--- src/rtl/if_stage.sv ---
// Instruction fetch stage: issues sequential/redirected fetches and buffers
// returned instructions with their PCs in a 2-entry in-order FIFO toward OF.
module if_stage #(
  parameter logic [31:0] RESET_PC = 32'h0000_0000,
  parameter int unsigned PC_STEP  = 4
) (
  input  logic        Clk,
  input  logic        Rst,
  input  logic        Start,
  output logic        Imem_Req,
  output logic [31:0] Imem_Addr,
  input  logic [31:0] Imem_Data,
  input  logic        Br_Taken,
  input  logic [31:0] Br_Target,
  output logic [63:0] If_Payld_o,
  output logic        If_Valid_o,
  input  logic        Of_Ready_i
);

  typedef enum logic {IDLE, RUN} state_t;

  typedef struct packed {
    logic [31:0] pc;
    logic [31:0] instr;
  } if_of_t;

  state_t      state, state_next;
  logic [31:0] pc;
  logic [31:0] inflight_pc;
  logic        inflight;
  if_of_t      fifo_mem [2];
  logic        rd_ptr, wr_ptr;
  logic [1:0]  count;
  logic [2:0]  occupancy;
  logic        pop, push, flush, issue;

  always_comb begin
    state_next = state;
    case (state)
      IDLE: if (Start)  state_next = RUN;
      RUN:  if (!Start) state_next = IDLE;
    endcase

    // Outputs are forced to their reset values while Rst is low.
    If_Valid_o = Rst && (count != 2'd0);
    pop        = If_Valid_o && Of_Ready_i;
    occupancy  = {1'b0, count} + {2'b00, inflight} - {2'b00, pop};
    flush      = (state == RUN) && Br_Taken;
    issue      = Rst && (state == RUN) && Start && !Br_Taken && (occupancy < 3'd2);
    push       = inflight && !flush;
    Imem_Req   = issue;
    Imem_Addr  = Rst ? pc : RESET_PC;
    If_Payld_o = If_Valid_o ? fifo_mem[rd_ptr] : '0;
  end

  always_ff @(posedge Clk) begin
    if (!Rst) begin
      state       <= IDLE;
      pc          <= RESET_PC;
      inflight    <= 1'b0;
      inflight_pc <= '0;
      rd_ptr      <= 1'b0;
      wr_ptr      <= 1'b0;
      count       <= '0;
      fifo_mem[0] <= '0;
      fifo_mem[1] <= '0;
    end else begin
      state    <= state_next;
      inflight <= issue;
      if (issue) begin
        inflight_pc <= pc;
        pc          <= pc + 32'(PC_STEP);
      end else if (Br_Taken) begin
        pc <= Br_Target & 32'hFFFF_FFFC;
      end
      // A redirect drops the buffer and the response arriving this cycle.
      if (flush) begin
        rd_ptr <= 1'b0;
        wr_ptr <= 1'b0;
        count  <= '0;
      end else begin
        if (push) begin
          fifo_mem[wr_ptr] <= {inflight_pc, Imem_Data};
          wr_ptr           <= ~wr_ptr;
        end
        if (pop) rd_ptr <= ~rd_ptr;
        count <= count + {1'b0, push} - {1'b0, pop};
      end
    end
  end

  no_overflow: assert property (@(posedge Clk) disable iff (!Rst)
    !(push && !pop && (count == 2'd2)));

endmodule
--- config.mk ---
export PLATFORM = sky130hd
export DESIGN_NAME = if_stage
export DESIGN_NICKNAME = d
export VERILOG_FILES = /design/src/rtl/if_stage.sv
export SDC_FILE = /design/constraint.sdc
export NUM_CORES = 1
export LEC_CHECK = 0
export ABC_AREA = 1
export CAP_MARGIN = 30
export CORE_MARGIN = 4
export CORE_UTILIZATION = 45
export DETAILED_ROUTE_END_ITERATION = 16
export PLACE_DENSITY = 0.72
export SYNTH_ARGS = -nofsm -noshare
export SYNTH_HDL_FRONTEND = slang
export SYNTH_SLANG_ARGS = --single-unit
--- constraint.sdc ---
create_clock -name Clk -period 4.8 [get_ports Clk]
set_input_delay 1.2 -clock Clk [delete_from_list [all_inputs] [get_ports Clk]]
set_output_delay 1.2 -clock Clk [all_outputs]
set_load 0.02 [all_outputs]
==> impl_metrics.toml <==
[cts]
root_buffer = "sky130_fd_sc_hd__clkbuf_16"
cts_made_buffers = 17
cts.sink_count = 191
tritoncts = "done"
htree_levels = 4
clock_tree.buffer_depth = 2
clk_pin_slew_ns = 0.07
post_cts_setup_buffers = 0
insertion_delay_ns = 0.43

[finish]
areaGrowthSynthToFinish_pct = 24.66
multi_input_area_sq_um = 3567
seqCellArea_sq_um = 5066
n_fill_cell = 1924
final_net_count = 1401
finalNonFillerCells = 1617
drive_above_1_share_pct = 10.13
fin_util_pct = 57.34
antenna-diode-count = 0

[critical_path]
worst-endpoint-required_ns = 3.60
crit_arrival_ns = 3.16
startpoint_type = "input pin"
crit_path_end_kind = "primary output"
critical_path_class = "input pin to primary output"
critical_path.max_fanout = 3
worstRegToRegCells = 14

[yosys]
synth.yosys.seq_area_share_pct = 52.22
synthCells = 1188
postSynth.topFlopCell = "sky130_fd_sc_hd__edfxtp_1"
post_synth_num_cell_types = 36
synth.ff_latch_count = 191
synth-warning-count = 0
synth_edf_count = 124
async_flop_share_pct = 0
postSynthAreaPerCell_sq_um = 8.164
synthesis.area_sq_um = 9699

[die]
die_height_um = 154.8
width_of_the_die_um = 154.8
fp.dieArea_sq_um = 23970
num_io_pins = 167
placeableCoreArea_sq_um = 21090
std_cell_rows = 53
initial_utilization_pct = 46.00

[global_route]
grt_max_degree = 69
number_of_global_route_vias_before_repair = 7257
global_route.usage.total_pct = 19.62
globalRouteOverflowTotal = 0
grt_antenna_before_repair = 0
wire_length_of_the_first_global_routing_pass_mm = 37.47

[pwr]
peakVddDrop_mv = 0.2348
powerDensity_nw_per_um2 = 292.3
leakagePower_nw = 5.280

[sta]
totalNegativeSetupSlack_ns = 0
fin_crit_ns = 4.360
timing_worst_slew_pin_value_ns = 0.8709
fin_crit_sh_pct = 90.83
timing.final.ws_setup_ns = 0.4400
fin_max_slew_vios = 0
setup_repair_after_global_routing_missed_its_margin = "no"
max_slew_margin_pct = 41.94
finalHoldViolations = 0
final.setup_skew_ns = 0.009494
highest_achievable_clock_rate_ghz = 0.2294
report.final.setup_viol = 0

[place]
gpl.final_weighted_congestion = 0.9487
port_buffers = 160
dp.final_hpwl_mm = 16.14
placement.setup.worst_slack_ns = 0.01985
dpl.cell_count = 1585

[routing]
detail_route.drc_violations = 0
antenna_violating_nets_post_route = 0
detailed_route_wire_length_mm = 23.58
via_count = 7797
drt_iter0_markers = 674
vias_per_cell = 4.822
route.detailed.wl_per_inst_um = 14.58
drtPass1Iterations = 5

[job]
max-cap-violations = 0

[hold_path]
hold_depth = 2
hold_class = "flip-flop to flip-flop"

[outcome]
status = "complete, no violations"
placed cells by master (no fill, tap or decap), types with 2 or more instances in the layout:
| cell type | count |
|---|---|
| sky130_fd_sc_hd__edfxtp_1 | 124 |
| sky130_fd_sc_hd__inv_2 | 2 |
| sky130_fd_sc_hd__o22ai_1 | 3 |
| sky130_fd_sc_hd__mux2_2 | 62 |
| sky130_fd_sc_hd__buf_12 | 3 |
| sky130_fd_sc_hd__dfxtp_1 | 66 |
| sky130_fd_sc_hd__inv_8 | 3 |
| sky130_fd_sc_hd__or2_2 | 2 |
| sky130_fd_sc_hd__clkinv_4 | 4 |
| sky130_fd_sc_hd__inv_1 | 205 |
| sky130_fd_sc_hd__clkbuf_16 | 17 |
| sky130_fd_sc_hd__nor3_1 | 14 |
| sky130_fd_sc_hd__nor2_2 | 9 |
| sky130_fd_sc_hd__nand3_4 | 2 |
| sky130_fd_sc_hd__o21ai_1 | 2 |
| sky130_fd_sc_hd__buf_4 | 12 |
| sky130_fd_sc_hd__conb_1 | 4 |
| sky130_fd_sc_hd__inv_6 | 5 |
| sky130_fd_sc_hd__nand4_1 | 2 |
| sky130_fd_sc_hd__clkinv_1 | 2 |
| sky130_fd_sc_hd__nor2_4 | 2 |
| sky130_fd_sc_hd__nand3_1 | 27 |
| sky130_fd_sc_hd__nand2_2 | 6 |
| sky130_fd_sc_hd__nor2_1 | 236 |
| sky130_fd_sc_hd__clkdlybuf4s50_1 | 158 |
| sky130_fd_sc_hd__o21ai_0 | 42 |
| sky130_fd_sc_hd__ha_1 | 2 |
| sky130_fd_sc_hd__nand2_1 | 275 |
| sky130_fd_sc_hd__xor2_1 | 6 |
| sky130_fd_sc_hd__a21oi_1 | 33 |
registers in the layout, indices dropped and copies added, names as in the netlist, named ones only:
name / count
fifo_mem: 124
inflight_pc: 30
pc: 30
count: 2
inflight: 1
rd_ptr: 1
state: 1
wr_ptr: 1
worst max-delay path: stages:
cell and delay (ns):
sky130_fd_sc_hd__clkdlybuf4s50_1 0.45, sky130_fd_sc_hd__inv_1 0.03, sky130_fd_sc_hd__nor2_1 0.17, sky130_fd_sc_hd__nand2_1 0.09, sky130_fd_sc_hd__nand2_1 0.07, sky130_fd_sc_hd__nand2_1 0.06, sky130_fd_sc_hd__fa_1 0.54, sky130_fd_sc_hd__nand3_4 0.10
sky130_fd_sc_hd__nor2_4 0.18, sky130_fd_sc_hd__dlymetal6s2s_1 0.25
cells in the mapped netlist (all sizes together), types with 2 or more instances:
cell    count  area (sq um)
nor2      247         964.7
mux2       62         698.2
inv       208         785.8
buf        31         203.9
dfxtp      67          1341
or2         2         12.51
nand2     282          1071
xor2        6         52.55
nand4       2         12.51
o21ai      44         220.2
o22ai       3         18.77
clkbuf     25         95.09
ha          2         25.02
nor3       14         70.07
nand3      29         170.2
edfxtp    124          3724
a21oi      33         165.2
through the flow:
stage / hold WS, ns / total power (W) / instance area [sq um]
after floorplan: 0.4411 / 0.002056 / 9711
after global placement: 0.4532 / 0.002193 / 11510
after detailed placement: 0.4543 / 0.002198 / 11510
after CTS: 0.4686 / 0.003561 / 12090
after global routing: 0.4984 / 0.003681 / 12090
final: 0.4676 / 0.003534 / 12090
worst paths after layout:
kind,startpoint,end,slack (ns)
worst max-delay path,Of_Ready_i,Imem_Req,0.44
worst min-delay path,inflight_pc[2]$_SDFFE_PN0P_,inflight_pc[2]$_SDFFE_PN0P_,0.47
worst max register to register,count[1]$_SDFF_PP0_,pc[9]$_SDFFE_PN0P_,1.51
worst min register to register,inflight_pc[2]$_SDFFE_PN0P_,inflight_pc[2]$_SDFFE_PN0P_,0.47
timing repair:
item | 4_1_cts | 5_1_grt
resized for setup | 0 | 1
hold buffers | 0 | 0
endpoints found under the setup margin | 0 | 1
metal layers:
metal | GRT usage, % | vias up | routed length [um]
met5 | 0 | - | 0
met3 | 3.609 | 19 | 1523
met2 | 31.78 | 258 | 11100
met1 | 27.43 | 3573 | 10660
met4 | 4.878 | 0 | 291
li1 | - | 3947 | -
cell type report:
type	instances	share of cell area, %
Sequential cell	191	41.90
Timing Repair Buffer	175	14.47
Tap cell	275	2.846
Multi-Input combinational cell	735	29.50
Clock buffer	17	3.518
Clock inverter	15	1.242
Inverter	209	6.529
report_power, final:
group / total [W] / internal, W / switching [W]
clock network: 0.00137 / 0.000733 / 0.000639
registers: 0.00184 / 0.00181 / 0.0000372
logic: 0.000318 / 0.000138 / 0.000181
cells by family (layout without fill, tap and decap cells):
| kind of cell | after synthesis | in the layout | share of synthesized area (%) |
|---|---|---|---|
| AOI/OAI and AO/OA | 83 | 83 | 4.386 |
| xor gates and xnor gates | 6 | 6 | 0.5418 |
| adders and majority gates | 3 | 3 | 0.4644 |
| buffers and inverters | 265 | 416 | 11.22 |
| DFF | 191 | 191 | 52.22 |
| muxes | 62 | 62 | 7.198 |
| other | 1 | 4 | 0.03866 |
| and+or+nand+nor | 577 | 577 | 23.93 |
Note: power is estimated with default switching activity, not from simulation.
==> edit 1, RTL diff (same flow settings) <==
Make the reset (`Rst`) asynchronous in one clocked block.
--- a/src/rtl/if_stage.sv
+++ b/src/rtl/if_stage.sv
@@ -53,7 +53,7 @@
     If_Payld_o = If_Valid_o ? fifo_mem[rd_ptr] : '0;
   end
 
-  always_ff @(posedge Clk) begin
+  always_ff @(posedge Clk or negedge Rst) begin
     if (!Rst) begin
       state       <= IDLE;
       pc          <= RESET_PC;
Behaviour: same outputs for any inputs over 4 cycles, from zero or initial values and one cycle with Rst low; that may be too few to reach the edited logic, so the function may still have changed.
==> edit 1 against the unedited design <==
Hold slack gained 0.013 ns; area after synthesis grew 0.80%; highest routed layer unchanged; routed wire length grew 1.7%; setup slack lost 0.25 ns; cell area grew 0.21%; register-to-register slack lost 0.23 ns; sequential cell count shrank 1; utilization shrank 0.24 points; critical endpoint unchanged; global-route usage grew 0.52 points.
Power is not compared: it rests on default switching activity, and its combinational part moved more than twofold at a synthesized area within 25%.
==> edit 1: results <==
group,metric,value,unit
global_route,grt_pass1_wl,39.9,mm
power_and_ir_drop,total_power,5.82,mW
global_route,grt_use_met1,29.7,%
finish,nNetsFinal,1568,
drt,wl_met2,10.9,mm
global_route,grt.met2_usage,31.6,%
global_route,grt_pass1_vias,8030,
sta,clock_skew,0.0112,ns
worst_setup_path,cp.arrival,3.41,ns
worst_setup_path,crit_path_max_incr_delay,0.50,ns
synthesis,synth_compound_area_share,10.1,%
synthesis,synthFlopType,"dfrtp_1",
worst_setup_path,crit_top_cell,"inv_1",
placement,place_congestion,0.885,
placement,dp.cells,1750,
synthesis,synth_fa_ha_area_share,0.717,%
synthesis,synth.distinct_cells,35,
sta,worst_pin_slew,0.859,ns
finish,drive_gt1_share,4.65,%
clock_tree,cts_buffers,17,
drt,via_per_inst,4.78,
drt,wl_met1,11.5,mm
synthesis,seq_area_frac_synth,48.6,%
min_path,worstHoldPathType,"flip-flop to flip-flop",
worst_setup_path,crit_slowest_cell,"fa_1",
synthesis,muxShareOfSynthArea,0,%
placement,dpl.hpwl,16.0,mm
global_route,track_usage,20.1,%
synthesis,yosys-top-cells-count,"nand2_1, inv_1, dfrtp_1",
drt,met3_length,1.30,mm
synthesis,synth_xor_area_share,0.627,%
drt,drt_wl_total,24.0,mm
clock_tree,cts_resized,2,
synthesis,netlist_instances,1365,
drt,routedWlPerCell,13.5,um
worst_setup_path,crit_fanout,2,
synthesis,synthTopCellsByArea,"dfrtp_1, nand2_1, inv_1",
global_route,grt_max_degree,154,
placement,placed_cell_area,11600,um^2
clock_tree,htreeDepth,4,
drt,drtIter0Drc,563,
synthesis,ys_async_sr_fraction,100,%
outcome,status,"complete, no violations",
placement,place_ws,-0.295,ns
global_route,use_met3,2.95,%
[edit 1: cell count changes in the layout (fill, tap and decap cells not counted), moves of 21 or more]
cell      unedited run  this run
dfrtp_1              0       189
edfxtp_1           124         0
nand2_1            275       547
dfxtp_1             66         0
nor2_1             236        88
mux2_2              62         0
a21oi_1             33        12
o21ai_0             42       146
[edit 1: area by class of cell]
cell class | count | area (um^2)
well taps | 275 | 344
clock buffers | 22 | 474
clock inverters | 9 | 86.3
repair buffers | 179 | 1790
fillers | 2045 | 9100
inverters | 206 | 773
multi-input cells | 900 | 3890
flip-flops and latches | 190 | 4760
[edit 1: final timing paths]
path	from	to	slack, ns	depth (start not counted)
min in group asynchronous	Rst	count[1]	0.91	2
max reg2reg	count[1]	pc[21]	1.28	16
min reg2reg	fifo_mem[126]	fifo_mem[126]	0.48	2
max	Of_Ready_i	Imem_Req	0.19	11
min	fifo_mem[126]	fifo_mem[126]	0.48	2
max in group asynchronous	Rst	fifo_mem[22]	2.39	3
==> edit 2, RTL diff (same flow settings) <==
Without the edit above. Add an input register stage for `Br_Target`, cleared by the reset; this delays it by one clock. The other inputs are not delayed to match.
--- a/src/rtl/if_stage.sv
+++ b/src/rtl/if_stage.sv
@@ -23,6 +23,16 @@
     logic [31:0] pc;
     logic [31:0] instr;
   } if_of_t;
+
+  logic [31:0] Br_Target_q;
+
+  always_ff @(posedge Clk) begin
+    if (!Rst) begin
+      Br_Target_q <= '0;
+    end else begin
+      Br_Target_q <= Br_Target;
+    end
+  end
 
   state_t      state, state_next;
   logic [31:0] pc;
@@ -71,7 +81,7 @@
         inflight_pc <= pc;
         pc          <= pc + 32'(PC_STEP);
       end else if (Br_Taken) begin
-        pc <= Br_Target & 32'hFFFF_FFFC;
+        pc <= Br_Target_q & 32'hFFFF_FFFC;
       end
       // A redirect drops the buffer and the response arriving this cycle.
       if (flush) begin
Behaviour: not the same (a bounded check fails within 4 cycles, from zero or initial values and one cycle with Rst low).
==> edit 2 against the unedited design <==
Setup slack gained 0.048 ns; routed wire length is 2.9% higher; sequential cell count rose by 30; area after synthesis up 8.1%; clock skew fell by 0.0020 ns; cell area grew 9.4%; global-route usage decreased by 0.92 points; sequential power increased by 14%; total power grew 18%; die area increased by 7.7%; hold slack better by 0.0011 ns; sequential share of layout area rose by 0.95 points; critical path depth unchanged; first-iteration DRC count shrank 31%; critical path type unchanged.
==> edit 2: results <==
group,metric,value,unit
outcome,status,"complete, no violations",
synthesis,synthTopCellsByArea,"edfxtp_1, dfxtp_1, nand2_1",
synthesis,yosys_warnings,0,
finish,nNetsFinal,1512,
finish,antenna_cells,0,
worst_setup_path,crit_path_max_incr_delay,0.53,ns
synthesis,ys_async_sr_fraction,0,%
drt,drtIter0Drc,468,
global_route,grt_pass1_vias,7920,
finish,largest_register_ffs,124,
finish,finalCoreUtilization,58.1,%
clock_tree,clock_latency,0.50,ns
worst_setup_path,cp.arrival,3.11,ns
clock_tree,ctsRootBufferMaster,"clkbuf_16",
placement,dp.cells,1728,
worst_setup_path,r2r_setup_slack,1.69,ns
drt,routedWlPerCell,13.7,um
synthesis,yosys-top-cells-count,"nand2_1, nor2_1, inv_1",
clock_tree,clkTransAtPathRegs,0.06,ns
power_and_ir_drop,leakage,5.91,nW
placement,place_congestion,0.902,
placement,io_buffer_count,160,
global_route,grt_max_degree,96,
synthesis,seq_area_frac_synth,54.0,%
finish,drive_gt1_share,9.62,%
synthesis,synth.distinct_cells,33,
power_and_ir_drop,ir_drop,193,uV
drt,via_per_inst,4.64,
worst_setup_path,crit_slowest_cell,"fa_1",
sta,clock_skew,0.00745,ns
finish,regMostFlops,"fifo_mem",
clock_tree,clk_path_buf_depth,3,
drt,vias,8203,
finish,fill_cells,2066,
global_route,grt_pass1_wl,39.8,mm
sta,finalWorstSetupSlack,0.488,ns
sta,worst_pin_slew,0.774,ns
placement,dpl.hpwl,16.4,mm
worst_setup_path,worstReg2RegEnd,"pc[7]",
worst_setup_path,cp-startpoint,"Of_Ready_i",
worst_setup_path,crit_end,"Imem_Req",
clock_tree,htreeDepth,1,
placement,placed_cell_area,12500,um^2
clock_tree,cts_hold_buf,0,
global_route,track_usage,18.7,%
clock_tree,cts_buffers,23,
placement,place_ws,0.0924,ns
synthesis,syn_avg_cell_area,8.14,um^2
==> edit 2: cell count changes after synthesis, moves of 2 or more <==
cell	delta
buf_1	+2
buf_2	-2
buf_6	-5
clkbuf_1	+7
dfxtp_1	+30
inv_1	+33
nand2_1	+37
nand3_1	-4
nor2_1	+11
nor2_2	-7
nor2_4	-2
nor3_1	+2
==> edit 2: worst max-delay path, delay by kind of cell <==
family | cells | cell delay, ns
buffers and inverters | 3 | 0.74
AND/OR/NAND/NOR | 6 | 0.64
adder cells (fa/ha/maj) | 1 | 0.53
==> edit 2: report_power, final <==
group | switching, mW | internal, mW
Sequential | 0.0354 | 2.07
Combinational | 0.169 | 0.139
Clock | 0.727 | 1.03
==> edit 2: worst min path at each step <==
stage                    from  endpoint  slack (ns)
2_1_floorplan  Br_Target_q[2]     pc[2]        0.44
3_3_place_gp   Br_Target_q[2]     pc[2]        0.44
3_5_place_dp   Br_Target_q[2]     pc[2]        0.45
4_1_cts        Br_Target_q[2]     pc[2]        0.46
5_1_grt        Br_Target_q[2]     pc[2]        0.47
6_report       Br_Target_q[2]     pc[2]        0.47
==> edit 2: logic make-up after synthesis <==
kind of cell | count (synthesis) | synth area share [%]
AO/OA/AOI/OAI | 81 | 3.97
adder cells (fa/ha/maj) | 3 | 0.430
other | 1 | 0.0358
XOR/XNOR | 6 | 0.501
buffers and inverters | 298 | 11.1
AND/OR/NAND/NOR | 616 | 23.2
flip-flops | 221 | 54.0
multiplexers | 62 | 6.66
==> edit 2: final cells by class <==
class	count	share of cell area, %
inverters	241	6.84
well taps	313	2.96
repair buffers	181	13.9
clock buffers	27	4.69
clock inverters	14	0.984
flip-flops and latches	221	42.8
multi-input cells	772	27.8
==> edit 2: layer usage <==
| metal | GRT usage, % | wire [um] | vias up |
|---|---|---|---|
| li1 | - | - | 4235 |
| met1 | 24.9 | 10800 | 3684 |
| met2 | 32.0 | 11500 | 241 |
| met3 | 2.93 | 1400 | 43 |
| met4 | 4.77 | 545 | 0 |
| met5 | 0 | 0 | - |
